[config.mk]
export PLATFORM = sky130hd
export DESIGN_NAME = bitstream_byte_packer
export DESIGN_NICKNAME = d
export VERILOG_FILES = /design/src/rtl/bitstream_byte_packer.sv
export SDC_FILE = /design/constraint.sdc
export NUM_CORES = 2
export LEC_CHECK = 0
export ABC_AREA = 1
export CAP_MARGIN = 25
export CORE_MARGIN = 2
export CORE_UTILIZATION = 55
export DETAILED_ROUTE_END_ITERATION = 12
export PLACE_DENSITY = 0.72
export SYNTH_ARGS = -nofsm -noshare
export SYNTH_HDL_FRONTEND = slang
export SYNTH_SLANG_ARGS = --single-unit
[constraint.sdc]
create_clock -name clock -period 36.3 [get_ports clock]
set_input_delay 7.26 -clock clock [delete_from_list [all_inputs] [get_ports clock]]
set_output_delay 7.26 -clock clock [all_outputs]
set_load 0.005 [all_outputs]
[src/rtl/bitstream_byte_packer.sv]
// Packs 0-8 MSB-aligned bytes per cycle into 64-bit words behind a first-word-fall-through FIFO.
// Optional feature: define BYTE_PACKER_STALL_COUNT_EN to add the stall_count output.
module bitstream_byte_packer #(
    parameter int FIFO_DEPTH = 4
) (
    input  logic        clock,
    input  logic        reset_n,
    input  logic [3:0]  in_byte_count,
    input  logic [63:0] in_val,
    input  logic        flush,
    output logic [63:0] out_data,
    output logic        out_valid,
    input  logic        out_ready,
    output logic        out_last,
    output logic [7:0]  out_byte_en,
    output logic        overflow,
    output logic        busy,
    output logic [31:0] total_word_count
`ifdef BYTE_PACKER_STALL_COUNT_EN
    ,
    output logic [31:0] stall_count
`endif
);
    localparam int PTR_W   = (FIFO_DEPTH > 1) ? $clog2(FIFO_DEPTH) : 1;
    localparam int CNT_W   = PTR_W + 1;
    localparam int ENTRY_W = 73;

    typedef enum logic [0:0] {ST_RUN = 1'b0, ST_FLUSH = 1'b1} state_t;

    state_t             state_r, state_nx;
    logic [119:0]       acc_r, acc_nx;
    logic [2:0]         res_r, res_nx;
    logic [3:0]         n_s;
    logic [3:0]         sum_s;
    logic [63:0]        in_mask_s;
    logic [119:0]       merged_s;
    logic               push_s;
    logic [63:0]        push_data_s;
    logic               push_last_s;
    logic [7:0]         push_be_s;
    logic               in_drop_s;

    logic [ENTRY_W-1:0] mem_r [FIFO_DEPTH];
    logic [PTR_W-1:0]   wr_ptr_r, rd_ptr_r;
    logic [CNT_W-1:0]   scount_r, occ_s;
    logic               full_s, pop_s, can_push_s, load_s, wr_en_s;
    logic [63:0]        out_data_r;
    logic               out_valid_r, out_last_r;
    logic [7:0]         out_be_r;
    logic               overflow_r, busy_r;
    logic [31:0]        word_cnt_r;

    // FIFO occupancy; the output register counts as one of the FIFO_DEPTH entries
    always_comb begin
        occ_s      = scount_r + CNT_W'(out_valid_r);
        full_s     = (occ_s == CNT_W'(FIFO_DEPTH));
        pop_s      = out_valid_r & out_ready;
        can_push_s = ~full_s | pop_s;
        load_s     = (~out_valid_r | pop_s) & (scount_r != {CNT_W{1'b0}});
    end

    // Accumulator append, full-word extraction and RUN/FLUSH next-state logic
    always_comb begin
        n_s         = (in_byte_count > 4'd8) ? 4'd8 : in_byte_count;
        in_mask_s   = ~(64'hFFFF_FFFF_FFFF_FFFF >> {n_s, 3'b000});
        merged_s    = acc_r | ({in_val & in_mask_s, 56'd0} >> {res_r, 3'b000});
        sum_s       = {1'b0, res_r} + n_s;
        state_nx    = state_r;
        acc_nx      = acc_r;
        res_nx      = res_r;
        push_s      = 1'b0;
        push_data_s = 64'd0;
        push_last_s = 1'b0;
        push_be_s   = 8'd0;
        in_drop_s   = 1'b0;
        case (state_r)
            ST_RUN: begin
                if (sum_s >= 4'd8) begin
                    push_s      = 1'b1;
                    push_data_s = merged_s[119:56];
                    push_be_s   = 8'hFF;
                    acc_nx      = {merged_s[55:0], 64'd0};
                end else begin
                    acc_nx      = merged_s;
                end
                // sum - 8 and sum share the low three bits over the reachable range
                res_nx = sum_s[2:0];
                if (flush) begin
                    state_nx = ST_FLUSH;
                end else begin
                    state_nx = ST_RUN;
                end
            end
            ST_FLUSH: begin
                if ((in_byte_count != 4'd0) || flush) begin
                    in_drop_s = 1'b1;
                end else begin
                    in_drop_s = 1'b0;
                end
                if (can_push_s) begin
                    push_s      = 1'b1;
                    push_data_s = acc_r[119:56];
                    push_last_s = 1'b1;
                    push_be_s   = ~(8'hFF >> res_r);
                    acc_nx      = 120'd0;
                    res_nx      = 3'd0;
                    state_nx    = ST_RUN;
                end else begin
                    state_nx    = ST_FLUSH;
                end
            end
            default: begin
                state_nx = ST_RUN;
                acc_nx   = 120'd0;
                res_nx   = 3'd0;
            end
        endcase
        wr_en_s = push_s & can_push_s;
    end

    // Packer state registers
    always_ff @(posedge clock or posedge reset_n) begin
        if (reset_n) begin
            state_r <= ST_RUN;
            acc_r   <= 120'd0;
            res_r   <= 3'd0;
        end else begin
            state_r <= state_nx;
            acc_r   <= acc_nx;
            res_r   <= res_nx;
        end
    end

    // FIFO storage, pointers and registered head
    always_ff @(posedge clock or posedge reset_n) begin
        if (reset_n) begin
            for (int i = 0; i < FIFO_DEPTH; i++) begin
                mem_r[i] <= {ENTRY_W{1'b0}};
            end
            wr_ptr_r    <= {PTR_W{1'b0}};
            rd_ptr_r    <= {PTR_W{1'b0}};
            scount_r    <= {CNT_W{1'b0}};
            out_valid_r <= 1'b0;
            out_data_r  <= 64'd0;
            out_last_r  <= 1'b0;
            out_be_r    <= 8'd0;
        end else begin
            if (wr_en_s) begin
                mem_r[wr_ptr_r] <= {push_data_s, push_last_s, push_be_s};
                wr_ptr_r        <= wr_ptr_r + PTR_W'(1);
            end
            if (load_s) begin
                out_valid_r <= 1'b1;
                out_data_r  <= mem_r[rd_ptr_r][72:9];
                out_last_r  <= mem_r[rd_ptr_r][8];
                out_be_r    <= mem_r[rd_ptr_r][7:0];
                rd_ptr_r    <= rd_ptr_r + PTR_W'(1);
            end else if (pop_s) begin
                out_valid_r <= 1'b0;
                out_data_r  <= 64'd0;
                out_last_r  <= 1'b0;
                out_be_r    <= 8'd0;
            end
            case ({wr_en_s, load_s})
                2'b10:   scount_r <= scount_r + CNT_W'(1);
                2'b01:   scount_r <= scount_r - CNT_W'(1);
                default: scount_r <= scount_r;
            endcase
        end
    end

    // Status flags and counters
    always_ff @(posedge clock or posedge reset_n) begin
        if (reset_n) begin
            overflow_r <= 1'b0;
            busy_r     <= 1'b0;
            word_cnt_r <= 32'd0;
        end else begin
            if (in_drop_s || (push_s && !can_push_s)) begin
                overflow_r <= 1'b1;
            end
            busy_r <= (state_r != ST_RUN) || (res_r != 3'd0) || (occ_s != {CNT_W{1'b0}});
            if (pop_s) begin
                word_cnt_r <= word_cnt_r + 32'd1;
            end
        end
    end

`ifdef BYTE_PACKER_STALL_COUNT_EN
    logic [31:0] stall_cnt_r;

    // Cycles where the head word waits on the sink
    always_ff @(posedge clock or posedge reset_n) begin
        if (reset_n) begin
            stall_cnt_r <= 32'd0;
        end else if (out_valid_r && !out_ready) begin
            stall_cnt_r <= stall_cnt_r + 32'd1;
        end
    end

    assign stall_count = stall_cnt_r;
`endif

    assign out_data         = out_data_r;
    assign out_valid        = out_valid_r;
    assign out_last         = out_last_r;
    assign out_byte_en      = out_be_r;
    assign overflow         = overflow_r;
    assign busy             = busy_r;
    assign total_word_count = word_cnt_r;

endmodule

==> results.ini <==
[clock_network]
clock_latency_ns = 0.61
post_cts_buffers = 0
ctsResizeCount = 0
clk_pin_slew_worst_paths_ns = 0.06
clock_sinks = 531
numCtsBuffers = 55
cts-hold-fix-buffers = 0
cts_max_path_buffers = 3
htreeDepth = 2
cts_root_buffer = clkbuf_16
cts_tree = done

[logic_synthesis]
synthFlopType = dfrtp_1
ys_ff_latch = 531
syn_nets = 3678
syn_inst = 3593
synth.cell_area_um2 = 27110
synth-warning-count = 0
async_flop_share_pct = 100.0
avgSynthCellArea_um2 = 7.546
synth_edf_count = 0
ys_seq_area_share_pct = 49.01
yosysUniqueCellTypes = 40

[floorplanning]
dieArea_um2 = 51090
core-area_um2 = 48850
die-width_um = 226.0
io_pins = 180
start_util_pct = 55.50
die_h_um = 226.0
rows = 81

[routing]
drt-vias-per-instance = 5.918
wirelength_mm = 89.36
wire_per_inst_um = 20.60
firstDrtPassIters = 6
ant_nets = 0
drc = 0
num_vias = 25680
first_iter_violations = 2859

[cells_and_area]
layout-drive-gt1-share_pct = 4.898
nets = 3718
syn_to_final_growth_pct = 14.36
diodes = 0
finalInstanceArea_um2 = 31010

[sta]
timing.final.hold_violations = 0
setup_tns_ns = 0
rsz0062_at_grt = false
period_minus_slack_ns = 11.49
setup_viol = 0
finalCritPeriodShare_pct = 31.65
maxSlewViolCount = 0
tightest_slew_ns = 1.004
relSlewSlack_pct = 33.06
max_freq_mhz = 87.05
fin_skew_ns = 0.01082

[worst_setup_path]
rr_worst_depth = 13
crit_path_end = mem_r[269]
critical_path_class = input pin to flip-flop
crit_path_start = in_byte_count[3]
r2r_start = res_r[2]
cp.arrival_ns = 11.94
reg2reg_to = mem_r[269]
start_kind = input pin
path_max_fanout = 70
end_kind = flip-flop
ff2ff_setup_slack_ns = 31.93
cp.required_ns = 36.75

[run_status]
status = complete, no violations

[worst_hold_path]
hold_class = flip-flop to flip-flop

[grt]
grt_pass1_wl_mm = 140.2
grt_antenna_before_repair = 0
grt_max_degree = 125
overflow = 0
grt_pass1_vias = 24310
track_usage_pct = 35.41

[power_and_ir_drop]
p_switching_mw = 1.282
combPwrFrac_pct = 46.9
p_leak_nw = 15.42
pwr-share-clk_pct = 21.0
seq_power_share_pct = 32.2
p_per_area_nw_per_um2 = 91.00
p_sw_share_pct = 45.43
ir_drop_mv = 0.08458
p_int_mw = 1.540

[place]
finalWeightedCongestion = 1.006
place_area_um2 = 29010
io_buffers = 179
dp.final_hpwl_mm = 57.67

[run]
drv_cap = 0

worst min-delay path by stage:
stage	from	to	cells past startpoint
floorplan	mem_r[147]	mem_r[147]	2
global placement	mem_r[70]	mem_r[70]	2
detailed placement	mem_r[147]	mem_r[147]	2
CTS	mem_r[2]	mem_r[2]	2
global route	acc_r[32]	acc_r[32]	1
finish	mem_r[220]	mem_r[220]	2
layer usage:
layer | GRT usage, % | vias up | wire length [µm]
li1 | - | 11780 | -
met1 | 52.75 | 12420 | 39060
met2 | 52.80 | 1340 | 38750
met3 | 6.050 | 147 | 8772
met4 | 11.04 | 0 | 2778
met5 | 0 | - | 0
cells by family (layout without fill, tap and decap cells):
family	Yosys count	after routing	synth area share, %
compound gates	539	539	11.29
flops	531	531	49.01
fa+ha+maj	13	13	0.6553
simple gates	2000	2000	30.56
xor+xnor	38	38	1.297
buf+inv	472	554	7.195
cell type report:
type                       count  area, µm²
tap                          664      830.8
clock inverter                21      255.2
timing repair buffer         221       2180
fill                        4253      17840
multi-input combinational   2590      11900
inverter                     234      894.6
sequential                   531      13300
clock buffer                  78       1655
metrics by stage:
stage / instances / hold WS [ns] / util (%) / worst slack, ns / power (mW)
floorplan: 3593 / 0.4417 / - / 14.20 / 1.757
global placement: 4236 / 0.4533 / 59.35 / 24.16 / 2.166
detailed placement: 4237 / 0.4580 / 59.39 / 24.09 / 2.199
CTS: 4336 / 0.4737 / 63.30 / 24.72 / 2.799
global route: 4339 / 0.4850 / 63.47 / 24.27 / 3.006
finish: 4339 / 0.4747 / 63.47 / 24.81 / 2.822
layout by cell type (no fill, tap or decap), drive strengths merged, types with 4 or more instances in the layout:
cell	count
nand2	1332
nand3	542
dfrtp	531
inv	231
o21ai	225
a21oi	221
clkdlybuf4s50	179
nor2	104
clkbuf	78
a221o	48
buf	42
xor2	23
xnor2	15
clkinv	15
o211ai	14
nor3	13
ha	11
nand4	7
a22oi	6
a31o	5
a21boi	5
a21o	5
bufinv	5
clkinvlp	4
critical path: stages:
cell and delay [ns]:
clkdlybuf4s50_1 0.91, inv_4 0.13, o21ai_0 0.33, inv_1 0.08, ha_1 0.19, a21oi_1 0.18
nand2_2 0.11, xor2_4 0.17, nand2_4 0.42, nand2_4 0.22, nor2_4 0.13, buf_4 0.62
inv_2 0.36, buf_4 0.44, nand2_1 0.15, o21ai_0 0.10
cell usage after synthesis (3+ instances only):
| cell | n | area share, % |
|---|---|---|
| o21ai_0 | 193 | 3.6 |
| nor2_2 | 6 | 0.14 |
| ha_1 | 11 | 0.51 |
| nor2_1 | 96 | 1.3 |
| o21ai_1 | 31 | 0.57 |
| a221o_1 | 48 | 1.8 |
| a21oi_1 | 221 | 4.1 |
| a21o_1 | 5 | 0.14 |
| xor2_1 | 22 | 0.71 |
| dfrtp_1 | 531 | 49 |
| a22o_1 | 3 | 0.097 |
| a22oi_1 | 6 | 0.17 |
| nor3_1 | 13 | 0.24 |
| a31o_2 | 5 | 0.16 |
| xnor2_1 | 15 | 0.48 |
| buf_6 | 5 | 0.21 |
| clkbuf_1 | 113 | 1.6 |
| nand2_1 | 1325 | 18 |
| buf_4 | 18 | 0.50 |
| buf_1 | 45 | 0.62 |
| nand3_1 | 542 | 10 |
| nand2_2 | 5 | 0.12 |
| o211ai_1 | 14 | 0.39 |
| nand4_1 | 7 | 0.16 |
| inv_2 | 14 | 0.19 |
| inv_1 | 217 | 3.0 |
| a21boi_0 | 5 | 0.14 |
| buf_2 | 57 | 1.1 |
| o21a_1 | 3 | 0.083 |
registers in the layout, summed over array words and instances (netlist names):
name	cells
wr_ptr_r	2
rd_ptr_r	2
busy	1
overflow	1
total_word_count	32
out_data	64
out_valid	1
scount_r	3
res_r	3
acc_r	120
state_r	1
out_last	1
out_byte_en	8
mem_r	292
power by group through the flow:
stage	clock network, mW	registers, mW	logic [mW]
2_1_floorplan	0	0.893	0.864
3_3_place_gp	0	0.921	1.24
3_5_place_dp	0	0.929	1.27
4_1_cts	0.599	0.921	1.28
5_1_grt	0.623	0.929	1.45
6_report	0.592	0.907	1.32
Power figures use the tool's default switching activity.
